## config.mk

```make
export PLATFORM = sky130hd
export DESIGN_NAME = instr_fetch_unit
export DESIGN_NICKNAME = d
export VERILOG_FILES = /design/src/rtl/pipe_pkg.sv /design/src/rtl/fetch_fifo.sv /design/src/rtl/instr_fetch_unit.sv
export SDC_FILE = /design/constraint.sdc
export NUM_CORES = 1
export LEC_CHECK = 0
export ABC_AREA = 1
export CAP_MARGIN = 10
export CORE_UTILIZATION = 42
export DETAILED_ROUTE_END_ITERATION = 7
export GPL_TIMING_DRIVEN = 0
export PLACE_DENSITY = 0.68
export SYNTH_ARGS = -nofsm -noshare
export SYNTH_HDL_FRONTEND = slang
export SYNTH_SLANG_ARGS = --single-unit
```

## constraint.sdc

```tcl
create_clock -name clk -period 2.2 [get_ports clk]
set_input_delay 0.22 -clock clk [delete_from_list [all_inputs] [get_ports clk]]
set_output_delay 0.22 -clock clk [all_outputs]
set_load 0.01 [all_outputs]
```

## src/rtl/pipe_pkg.sv

```systemverilog
// Shared pipeline types and defaults for the fetch stage.
package pipe_pkg;

  localparam int INSTR_W = 16;
  localparam int PC_W    = 8;

  localparam logic [PC_W-1:0]    RESET_PC  = '0;
  localparam logic [INSTR_W-1:0] NOP_INSTR = '0;

  typedef struct packed {
    logic [PC_W-1:0]    pc;
    logic [INSTR_W-1:0] ir;
  } fetch_entry_t;

endpackage

```

## src/rtl/fetch_fifo.sv

```systemverilog
// Prefetch FIFO of {pc, ir} entries with push/pop/flush and an occupancy count.
module fetch_fifo
  import pipe_pkg::*;
#(
  parameter  int DEPTH = 4,
  localparam int CNT_W = $clog2(DEPTH + 1),
  localparam int PTR_W = $clog2(DEPTH)
) (
  input  logic         clk,
  input  logic         reset,
  input  logic         push,
  input  fetch_entry_t push_entry,
  input  logic         pop,
  input  logic         flush,
  output fetch_entry_t head,
  output logic [CNT_W-1:0] count
);

  fetch_entry_t     mem [DEPTH];
  logic [PTR_W-1:0] rd_ptr;
  logic [PTR_W-1:0] wr_ptr;

  always_ff @(posedge clk or negedge reset) begin
    if (!reset) begin
      rd_ptr <= '0;
      wr_ptr <= '0;
      count  <= '0;
    end else if (flush) begin
      rd_ptr <= '0;
      wr_ptr <= '0;
      count  <= '0;
    end else begin
      if (push) wr_ptr <= wr_ptr + PTR_W'(1);
      if (pop)  rd_ptr <= rd_ptr + PTR_W'(1);
      case ({push, pop})
        2'b10:   count <= count + CNT_W'(1);
        2'b01:   count <= count - CNT_W'(1);
        default: count <= count;
      endcase
    end
  end

  // Storage needs no reset: the head is masked whenever the FIFO is empty.
  always_ff @(posedge clk) begin
    if (push && !flush) mem[wr_ptr] <= push_entry;
  end

  assign head = (count == '0) ? fetch_entry_t'{pc: '0, ir: NOP_INSTR} : mem[rd_ptr];

endmodule

```

## src/rtl/instr_fetch_unit.sv

```systemverilog
// Instruction fetch stage: PC, in-flight tracking and FIFO credit logic.
// Optional performance counters are built when IFU_PERF_CNT_EN is defined.
module instr_fetch_unit
  import pipe_pkg::*;
#(
  parameter  int                INSTR_W  = pipe_pkg::INSTR_W,
  parameter  int                PC_W     = pipe_pkg::PC_W,
  parameter  int                DEPTH    = 4,
  parameter  logic [PC_W-1:0]   RESET_PC = pipe_pkg::RESET_PC,
  localparam int                CNT_W    = $clog2(DEPTH + 1)
) (
  input  logic               clk,
  input  logic               reset,
  output logic               imem_req,
  output logic [PC_W-1:0]    imem_addr,
  input  logic [INSTR_W-1:0] imem_rdata,
  input  logic               redirect_valid,
  input  logic [PC_W-1:0]    redirect_pc,
  output logic               ifid_valid,
  input  logic               ifid_ready,
  output logic [INSTR_W-1:0] ifid_ir,
  output logic [PC_W-1:0]    ifid_pc,
  output logic [CNT_W-1:0]   fifo_count
`ifdef IFU_PERF_CNT_EN
  ,
  output logic [15:0]        perf_fetched,
  output logic [15:0]        perf_flushed
`endif
);

  logic [PC_W-1:0] fetch_pc;
  logic [PC_W-1:0] inflight_pc;
  logic            inflight;
  logic [CNT_W:0]  credit_used;
  logic            push;
  logic            pop;
  fetch_entry_t    push_entry;
  fetch_entry_t    head;

  // Pops are not credited, so a push can never find the FIFO full.
  assign credit_used = {1'b0, fifo_count} + (CNT_W + 1)'(inflight);
  assign imem_req    = reset && !redirect_valid && (credit_used < (CNT_W + 1)'(DEPTH));
  assign imem_addr   = fetch_pc;

  assign push       = inflight && !redirect_valid;
  assign ifid_valid = (fifo_count != '0) && !redirect_valid;
  assign pop        = ifid_valid && ifid_ready;
  assign push_entry = '{pc: inflight_pc, ir: imem_rdata};
  assign ifid_ir    = head.ir;
  assign ifid_pc    = head.pc;

  always_ff @(posedge clk or negedge reset) begin
    if (!reset) begin
      fetch_pc    <= RESET_PC;
      inflight    <= 1'b0;
      inflight_pc <= '0;
    end else if (redirect_valid) begin
      fetch_pc <= redirect_pc;
      inflight <= 1'b0;
    end else begin
      inflight <= imem_req;
      if (imem_req) begin
        fetch_pc    <= fetch_pc + PC_W'(1);
        inflight_pc <= fetch_pc;
      end
    end
  end

  fetch_fifo #(.DEPTH(DEPTH)) u_fifo (
    .clk        (clk),
    .reset      (reset),
    .push       (push),
    .push_entry (push_entry),
    .pop        (pop),
    .flush      (redirect_valid),
    .head       (head),
    .count      (fifo_count)
  );

`ifdef IFU_PERF_CNT_EN
  logic [16:0] flushed_sum;

  // A redirect discards both buffered entries and the pending response.
  assign flushed_sum = {1'b0, perf_flushed} + 17'(credit_used);

  always_ff @(posedge clk or negedge reset) begin
    if (!reset) begin
      perf_fetched <= '0;
      perf_flushed <= '0;
    end else begin
      if (pop && (perf_fetched != 16'hFFFF)) perf_fetched <= perf_fetched + 16'd1;
      if (redirect_valid) perf_flushed <= flushed_sum[16] ? 16'hFFFF : flushed_sum[15:0];
    end
  end
`endif

endmodule

```

---- After elaboration in Yosys (flattened, before gate mapping) ----
Memories as Yosys holds them, arrays and structs flattened.
Cells that the tools add are included.
storage, ports and cells
  flip-flop bits (word level) ............. 24
  bits in writable memories ............... 96
  output and inout bits ................... 37
  word-level logic and storage cells ...... 43
  memories ................................ 1
memory list
  name        depth  width  read ports  clocked after memory_dff  write ports  RTL line          RTL
  u_fifo.mem  4      24     1           0                         1            fetch_fifo.sv:19  fetch_entry_t mem [DEPTH];
operators by class
  add/sub/neg operators ................... 6
  magnitude comparators ................... 1
  equality and inequality tests ........... 2
  mux-type cells .......................... 12
  bitwise operators ....................... 1
  reductions and logical operators ........ 14
operator list
  cell                                                  count
  two-way mux 24 bit                                    1
  two-way mux 8 bit                                     2
  adder 8 x 1 -> 8 bit (second input constant)          1
  two-way mux 2 bit                                     4
  logical AND 1 bit                                     6
  one-hot mux 3 bit (2 select lines)                    1
  nonzero test 2 bit                                    3
  nonzero test 3 bit                                    2
  adder 2 x 1 -> 2 bit (second input constant)          2
  adder 3 x 1 -> 4 bit                                  1
  < comparator 4 x 3 -> 1 bit (second input constant)   1
  adder 3 x 1 -> 3 bit (second input constant)          1
  logical NOT 3 bit                                     1
  two-way mux 1 bit                                     3
  two-way mux 3 bit                                     1
  subtractor 3 x 1 -> 3 bit (second input constant)     1
  equality test 2 x 1 -> 1 bit (second input constant)  1
  equality test 2 bit (second input constant)           1
  AND reduction 2 bit                                   1
  logical NOT 1 bit                                     1
  NOT 1 bit                                             1

---- Longest topological paths before layout ----
Gate-level depths: netlist (run 1).
  depth in word-level cells ............... 6
  gate-level depth with buffers ........... 11
  depth with buffers taken out ............ 11

---- Cells and area by module ----
A second synthesis (run 1) with hierarchy kept.
second synthesis, totals
  cell total of the unflattened synthesis .. 554
  area, all modules ....................... 5398.9 sq um
modules (own cells, without submodules)
  module            times used  cells an instance  area an instance (sq um)  sequential area each (sq um)
  fetch_fifo        1           439                4506.8                    3057.9
  instr_fetch_unit  1           115                892.1                     425.4

---- Worst setup path before layout (run 1) ----
No wires, ideal clock.
  kind .................................... register to register
  start ................................... reg u_fifo.wr_ptr[0]
  end ..................................... mem u_fifo.mem[2][0] (netlist bit) (enable)
  library setup time ...................... 0.405 ns
  data arrival time ....................... 1.680 ns
  data required time ...................... 1.795 ns
  setup slack ............................. 0.115 ns
  cell stages (with the launch flop) ...... 5
  clock period less this slack ............ 2.085 ns
  path through ............................ dfrtp_1 inv_1 ha_1 inv_1 nor2_1
RTL lines
  what                      RTL line          RTL
  start: declaration        fetch_fifo.sv:21  logic [PTR_W-1:0] wr_ptr;
  start signal: assignment  fetch_fifo.sv:33  if (push) wr_ptr <= wr_ptr + PTR_W'(1);
  end: declaration          fetch_fifo.sv:19
Straight into the memory's write port.

---- Worst setup path after layout (run 1) ----
  start ................................... reg u_fifo.rd_ptr[1]
  end ..................................... out ifid_pc[5]
between the ends
  longest elaborated chain between the ends .. 2
RTL lines
  what                      RTL line                RTL
  start: declaration        fetch_fifo.sv:20        logic [PTR_W-1:0] rd_ptr;
  start signal: assignment  fetch_fifo.sv:34        if (pop) rd_ptr <= rd_ptr + PTR_W'(1);
  memory read (4 x 24 bit)  n/a
  two-way mux 24 bit        fetch_fifo.sv:48        assign head = (count == '0) ? fetch_entry_t'{pc: '0, ir: NOP_INSTR} : mem[rd_ptr];
  end: declaration          instr_fetch_unit.sv:22  output logic [PC_W-1:0] ifid_pc,
No other way between the ends.

==> metrics.md, run 1 <==
| Metric | Value |
|---|---|
| Critical path arrival | 2080 ps |
| Global Route Usage Sum | 18.8% |
| Worst Tran Pin Value | 901 ps |
| # nets final | 565 |
| Fin Clk Skew | 7.63 ps |
| Hold crit path type | in -> reg |
| Antenna Violating Nets Remaining | 0 |
| Via density | 5.01 |
| Hold depth | 3 |
| Pin count of the biggest net entering global routing | 25 |
| Sequential area share after synthesis | 69.8% |
| RSZ-0062 raised after global routing | yes |
| Netlist cell types | 24 |
| Ports | 65 |
| Hold WS | 360 ps |
| Vias | 3439 |
| Clk_lat worst skew | 400 ps |
| Diodes inserted | 0 |
| Fin crit share | 105% |
| Synth top area share | 57.8% |
| VDD IR-drop max | 0.607 mV |
| Hold EP | imem_addr[0] |
| # rows | 39 |
| Share of post-route cells with drive strength above 1 | 13.8% |
| DR iter-0 viols | 196 |
| Synthesized cell area | 4990 sq um |
| CTS buffer count | 17 |
| Reg clk slew, reported paths | 50 ps |
| Initial antenna violation count | 0 |
| Final WS setup | -102 ps |
| Final hold vios | 0 |
| Grt total ovfl | 0 |
| Area leader, netlist | edfxtp_1 |
| Number of synthesized register bits | 120 |
| Core ar. | 11500 sq um |
| DRT Pass-1 Iters | 7 |
| Die Width | 111 microns |
| CP cell instances | buf_2 > inv_2 > buf_4 > nor2_1 > o21ai_1 > a21oi_2 > clkdlybuf4s50_1 |
| Place WS | -637 ps |
| Post-synth net total | 476 |
| P_leak | 2.64 nW |
| Starting Density | 43.3% |
| Number of global-route vias before repair | 3471 |
| Avg WL per Cell | 15.9 microns |
| Crit end category | output pin |
| PnR Total Power | 7.93 mW |
| Yosys warnings | 0 |
| Die span in y | 111 microns |
| Hold Path Origin | redirect_pc[0] |
| Post-synth EDFFs | 96 |
| CTS tree | done |
| Die area | 12300 sq um |
| Setup Fix Bufs, Post-CTS | 0 |
| Pwr dens | 1210 nW/um^2 |
| Clk buf depth | 2 |
| Rel. slew slack | 39.9% |
| Routability Congestion | 0.814 |
| Area Growth Syn to Fin | 31.1% |
| Placed Cells | 653 |
| Design Area, Final | 6540 sq um |
| # H-tree levels | 4 |
| Clock Tree Root | clkbuf_16 |
| Synth Instances | 442 |
| R2r setup slk | 260 ps |
| Finished Layout Cells | 687 |
| Worst R2R End | u_fifo.mem[2][3] |
| Worst EP required | 1980 ps |
| Post-Route Utilization | 56.8% |
| CTS Sinks | 120 |
| CP max FO | 10 |
| Setup violations, final | 2 |
| # fillers | 958 |
| Synth area leaders | edfxtp_1, dfrtp_1, nor2_1, o21ai_0, nand2_1 |
| Ys async rst share | 20.0% |
| Fmax | 0.434 GHz |
| Routed WL | 10900 microns |
| Avg Cell Area, Syn | 11.3 sq um |
| Slowest stage delay, CP | 550 ps |
| Max-Cap Viols | 0 |
| Buffers on Ports | 64 |
| Dpl hpwl | 7000 microns |
| Failing checks | design-rule violations, negative setup slack |
| Startpoint class of the critical path | flop |
| Post-DP Area | 5900 sq um |
| Crit path time final | 2300 ps |
| Drt drc | 6 |
| Post-Route Setup TNS | -178 ps |
| Most common flop cell mapped by yosys | edfxtp_1 |
| CP max stage cell | clkdlybuf4s50_1 |
| First-pass GRT wire length | 17400 microns |
| Setup CP Type | reg -> out |
| Reg2Reg Launch Point | u_fifo.wr_ptr[0] |
| Status | finished with violations |
| Max-slew violation count | 0 |
| R2R cell count | 5 |
area by class of cell:
class / instances / area, sq um / share of cell area (%)
buffer: 21 / 163 / 2.49
clock buffer: 18 / 429 / 6.56
sequential: 120 / 3480 / 53.3
inverter: 24 / 90.1 / 1.38
multi-input combinational: 277 / 1320 / 20.2
timing repair buffer: 70 / 764 / 11.7
clock inverter: 14 / 110 / 1.68
tap: 143 / 179 / 2.74
power breakdown:
group | switching (mW) | internal (mW) | leakage (nW)
logic | 1.44 | 1.08 | 1.21
clock network | 0.949 | 1.53 | 0.258
registers | 0.195 | 2.74 | 1.17
total | 2.58 | 5.35 | 2.64
layer usage:
layer	vias to the layer above	wire length, microns	GRT usage [%]
li1	1706	-	-
met1	1599	4650	22.4
met2	111	5520	32.1
met3	23	555	4.70
met4	0	202	8.86
met5	-	0	0
registers in the layout (all words and copies together) (netlist names):
register       cells
imem_addr          8
inflight           1
inflight_pc        8
u_fifo.count       3
u_fifo.mem        96
u_fifo.rd_ptr      2
u_fifo.wr_ptr      2
worst max-delay path by stage:
stage,from,endpoint,depth (start not counted)
after floorplan,u_fifo.wr_ptr[0],u_fifo.mem[2][0],4
after global placement,redirect_valid,u_fifo.mem[3][12],4
after detailed placement,reset,imem_req,4
after CTS,u_fifo.rd_ptr[0],ifid_pc[6],7
after global routing,u_fifo.rd_ptr[1],ifid_pc[5],6
final,u_fifo.rd_ptr[1],ifid_pc[5],7
kinds of logic after synthesis:
logic type,count (synthesis),synth area share (%)
simple gates,174,14.1
flops,120,69.8
compound gates,95,9.98
buf+inv,45,4.04
fa+ha+maj,6,1.66
xor+xnor,2,0.351
what timing repair did:
| item | in CTS | in global routing |
|---|---|---|
| gates cloned | 0 | 0 |
| endpoints found under the setup margin | 25 | 18 |
| resized for setup | 36 | 25 |
| hold buffers | 2 | 0 |
| endpoints found under the hold margin | 24 | 0 |
| pin swaps | 0 | 1 |
cells in the final DEF, fill, tap and decap left out, types with 8 or more instances in the layout:
cell | Yosys | final
a21oi_1 | 26 | 24
clkbuf_16 | 0 | 17
clkbuf_4 | 0 | 8
clkdlybuf4s50_1 | 0 | 41
dfrtp_1 | 24 | 23
dlygate4sd2_1 | 0 | 10
dlymetal6s2s_1 | 0 | 10
edfxtp_1 | 96 | 96
inv_1 | 19 | 18
nand2_1 | 46 | 46
nand3_1 | 10 | 10
nor2_1 | 111 | 107
o21ai_0 | 54 | 54
critical path: cells and delay by family (launching register included):
family | cells | cell delay, ps
flops | 1 | 310
buf+inv | 4 | 1050
compound gates | 2 | 220
simple gates | 1 | 110
Yosys cell counts (2+ instances only):
cell and count:
xnor2_1 2, nand3_1 10, nand2_1 46, ha_1 5, edfxtp_1 96, nand2_4 2
dfrtp_1 24, inv_1 19, o21ai_1 7, a21oi_1 26, inv_2 5, buf_6 3
o211ai_1 5, o21ai_0 54, buf_2 8, nor2_1 111, nand3_2 3, clkbuf_1 10
Note: power is estimated with default switching activity, not from simulation.
==> inputs of run 2 (changes only) <==
- CORE_UTILIZATION: 42 -> 40
- PLACE_DENSITY: 0.68 -> 0.65
- RECOVER_POWER: default -> 100
==> run 2 against run 1 <==
  * The run now ends clean
  * Flip-flop and latch count did not move
  * Total power increased by 0.58%
  * Register-to-register slack lost 110 ps
  * Fmax rose by 10%
  * Worst hold slack improved by 3.1 ps
  * Global-route usage fell by 0.094 points
  * Setup slack better by 210 ps
  * Final area decreased by 0.84%
  * Non-clock buffer count unchanged
  * Routed wire length grew 1.2%
  * Core utilization shrank 3.0 points
  * Highest routed layer unchanged
==> metrics.md, run 2 (synthesis gave the netlist of run 1 again) <==
| Metric | Value |
|---|---|
| # H-tree levels | 4 |
| # rows | 40 |
| # fillers | 1025 |
| Reg clk slew, reported paths | 50 ps |
| Setup violations, final | 0 |
| Clock Tree Root | clkbuf_16 |
| Fin Clk Skew | 9.26 ps |
| Ports | 65 |
| WP buf/inv | 2 |
| CTS Sinks | 120 |
| CP max FO | 7 |
| Clk_lat worst skew | 410 ps |
| Slowest stage delay, CP | 560 ps |
| Clock share of power | 33.4% |
| Critical path arrival | 1870 ps |
| Die area | 12900 sq um |
| Fin crit share | 95.0% |
| Number of global-route vias before repair | 3462 |
| Commonest non-fill, non-tap cell in the layout | nor2_1 |
| Die Width | 114 microns |
| Register area | 3490 sq um |
| CP max stage cell | clkdlybuf4s50_1 |
| Largest Register | u_fifo.mem |
| Most frequent cells in the layout | nor2_1, edfxtp_1, o21ai_0 |
| Startpoint class of the critical path | flop |
| Max-Cap Viols | 0 |
| Starting Density | 41.3% |
| Fmax | 0.478 GHz |
| CTS tree | done |
| Pin count of the biggest net entering global routing | 25 |
| Antenna Violating Nets Remaining | 0 |
| Buffers on Ports | 64 |
| Avg WL per Cell | 15.5 microns |
| Global Route Usage Sum | 18.7% |
| Area Growth Syn to Fin | 30.0% |
| Final hold vios | 0 |
| Internal power | 5.44 mW |
| Worst Tran Pin Value | 1320 ps |
| Multi-input logic area | 1290 sq um |
| Routed WL | 11100 microns |
| Routability Congestion | 0.790 |
| Crit path time final | 2090 ps |
| Logic pwr share | 29.8% |
| Drt drc | 0 |
| VDD IR-drop max | 0.793 mV |
| # nets final | 565 |
| CP top delay family | buffers and inverters |
| Setup CP Type | reg -> out |
| Diodes inserted | 0 |
| Post-DP Area | 5900 sq um |
| Net Sw Frac | 31.8% |
| Status | completed |
| RSZ-0062 raised after global routing | no |
| Rel. slew slack | 11.7% |
| Core ar. | 12100 sq um |
| Post-Route Utilization | 53.8% |
| Hold crit path type | in -> reg |
| DRT Pass-1 Iters | 5 |
| Die span in y | 114 microns |
| Vias | 3507 |
| Clk buf depth | 2 |
| Design Area, Final | 6480 sq um |
| Sw power | 2.54 mW |
| Grt total ovfl | 0 |
| Max reg flops | 96 |
| Worst EP required | 1980 ps |
| Crit end category | output pin |
| Dpl hpwl | 7040 microns |
| Via density | 4.93 |
| Pwr dens | 1230 nW/um^2 |
| Initial antenna violation count | 0 |
| CTS buffer count | 17 |
| DR iter-0 viols | 309 |
| Max-slew violation count | 0 |
| First-pass GRT wire length | 18000 microns |
| P_leak | 2.52 nW |
| Post-Route Setup TNS | 0 ps |
| Share of post-route cells with drive strength above 1 | 12.9% |
| CP cell instances | nor2_1 > nand3_2 > inv_2 > clkdlybuf4s50_1 |
| Share of power burned in registers | 36.8% |
[run 2: worst paths after layout]
check / from / endpoint / slack [ps] / depth (start not counted)
worst max-delay path: u_fifo.count[2] / imem_req / 110 / 4
worst min-delay path: redirect_pc[0] / imem_addr[0] / 360 / 3
worst max register to register: u_fifo.wr_ptr[0] / u_fifo.mem[0][22] / 150 / 5
worst min register to register: inflight_pc[0] / u_fifo.mem[2][16] / 510 / 0
max in group asynchronous: reset / u_fifo.count[1] / 440 / 3
min in group asynchronous: reset / imem_addr[1] / 880 / 3
[run 2: layout make-up]
type	instances	share of cell area, %
flip-flops and latches	120	53.8
multi-input cells	277	19.9
well taps	168	3.24
inverters	24	1.39
clock buffers	26	8.01
plain buffers	21	2.55
repair buffers	70	10.1
clock inverters	6	1.00
[run 2: stage by stage]
stage | cells | hold slack (ps) | setup slack (ps) | power [mW]
2_1_floorplan | 442 | -75.6 | 115 | 4.27
3_3_place_gp | 674 | 502 | -1070 | 5.46
3_5_place_dp | 678 | 507 | -639 | 5.51
4_1_cts | 712 | 353 | -143 | 8.11
5_1_grt | 712 | 362 | 0.651 | 8.45
6_report | 712 | 364 | 109 | 7.98
[run 2: power groups by stage]
stage | Combinational, mW | Sequential (mW) | Clock (mW)
5_1_grt | 2.69 | 2.96 | 2.81
6_report | 2.38 | 2.94 | 2.66
3_5_place_dp | 2.54 | 2.97 | 0
2_1_floorplan | 1.33 | 2.94 | 0
4_1_cts | 2.47 | 2.94 | 2.70
3_3_place_gp | 2.49 | 2.96 | 0
[run 2: worst min-delay path, delay by kind of cell]
family | cells | cell delay [ps]
AOI/OAI and AO/OA | 1 | 50
buffers and inverters | 1 | 390
and+or+nand+nor | 1 | 60
[run 2: repair_timing]
action	4_1_cts	5_1_grt
endpoints found under the setup margin	25	17
buffers inserted	0	0
hold buffers	2	0
pin swaps	0	1
hold endpoints to repair	24	0
resized for setup	51	26
[run 2: layer usage]
metal | global-route usage (%) | vias to the layer above | routed length (microns)
met5 | 0 | - | 0
met4 | 6.49 | 0 | 114
met3 | 5.26 | 9 | 676
met2 | 31.1 | 112 | 5480
met1 | 23.6 | 1680 | 4790
li1 | - | 1706 | -
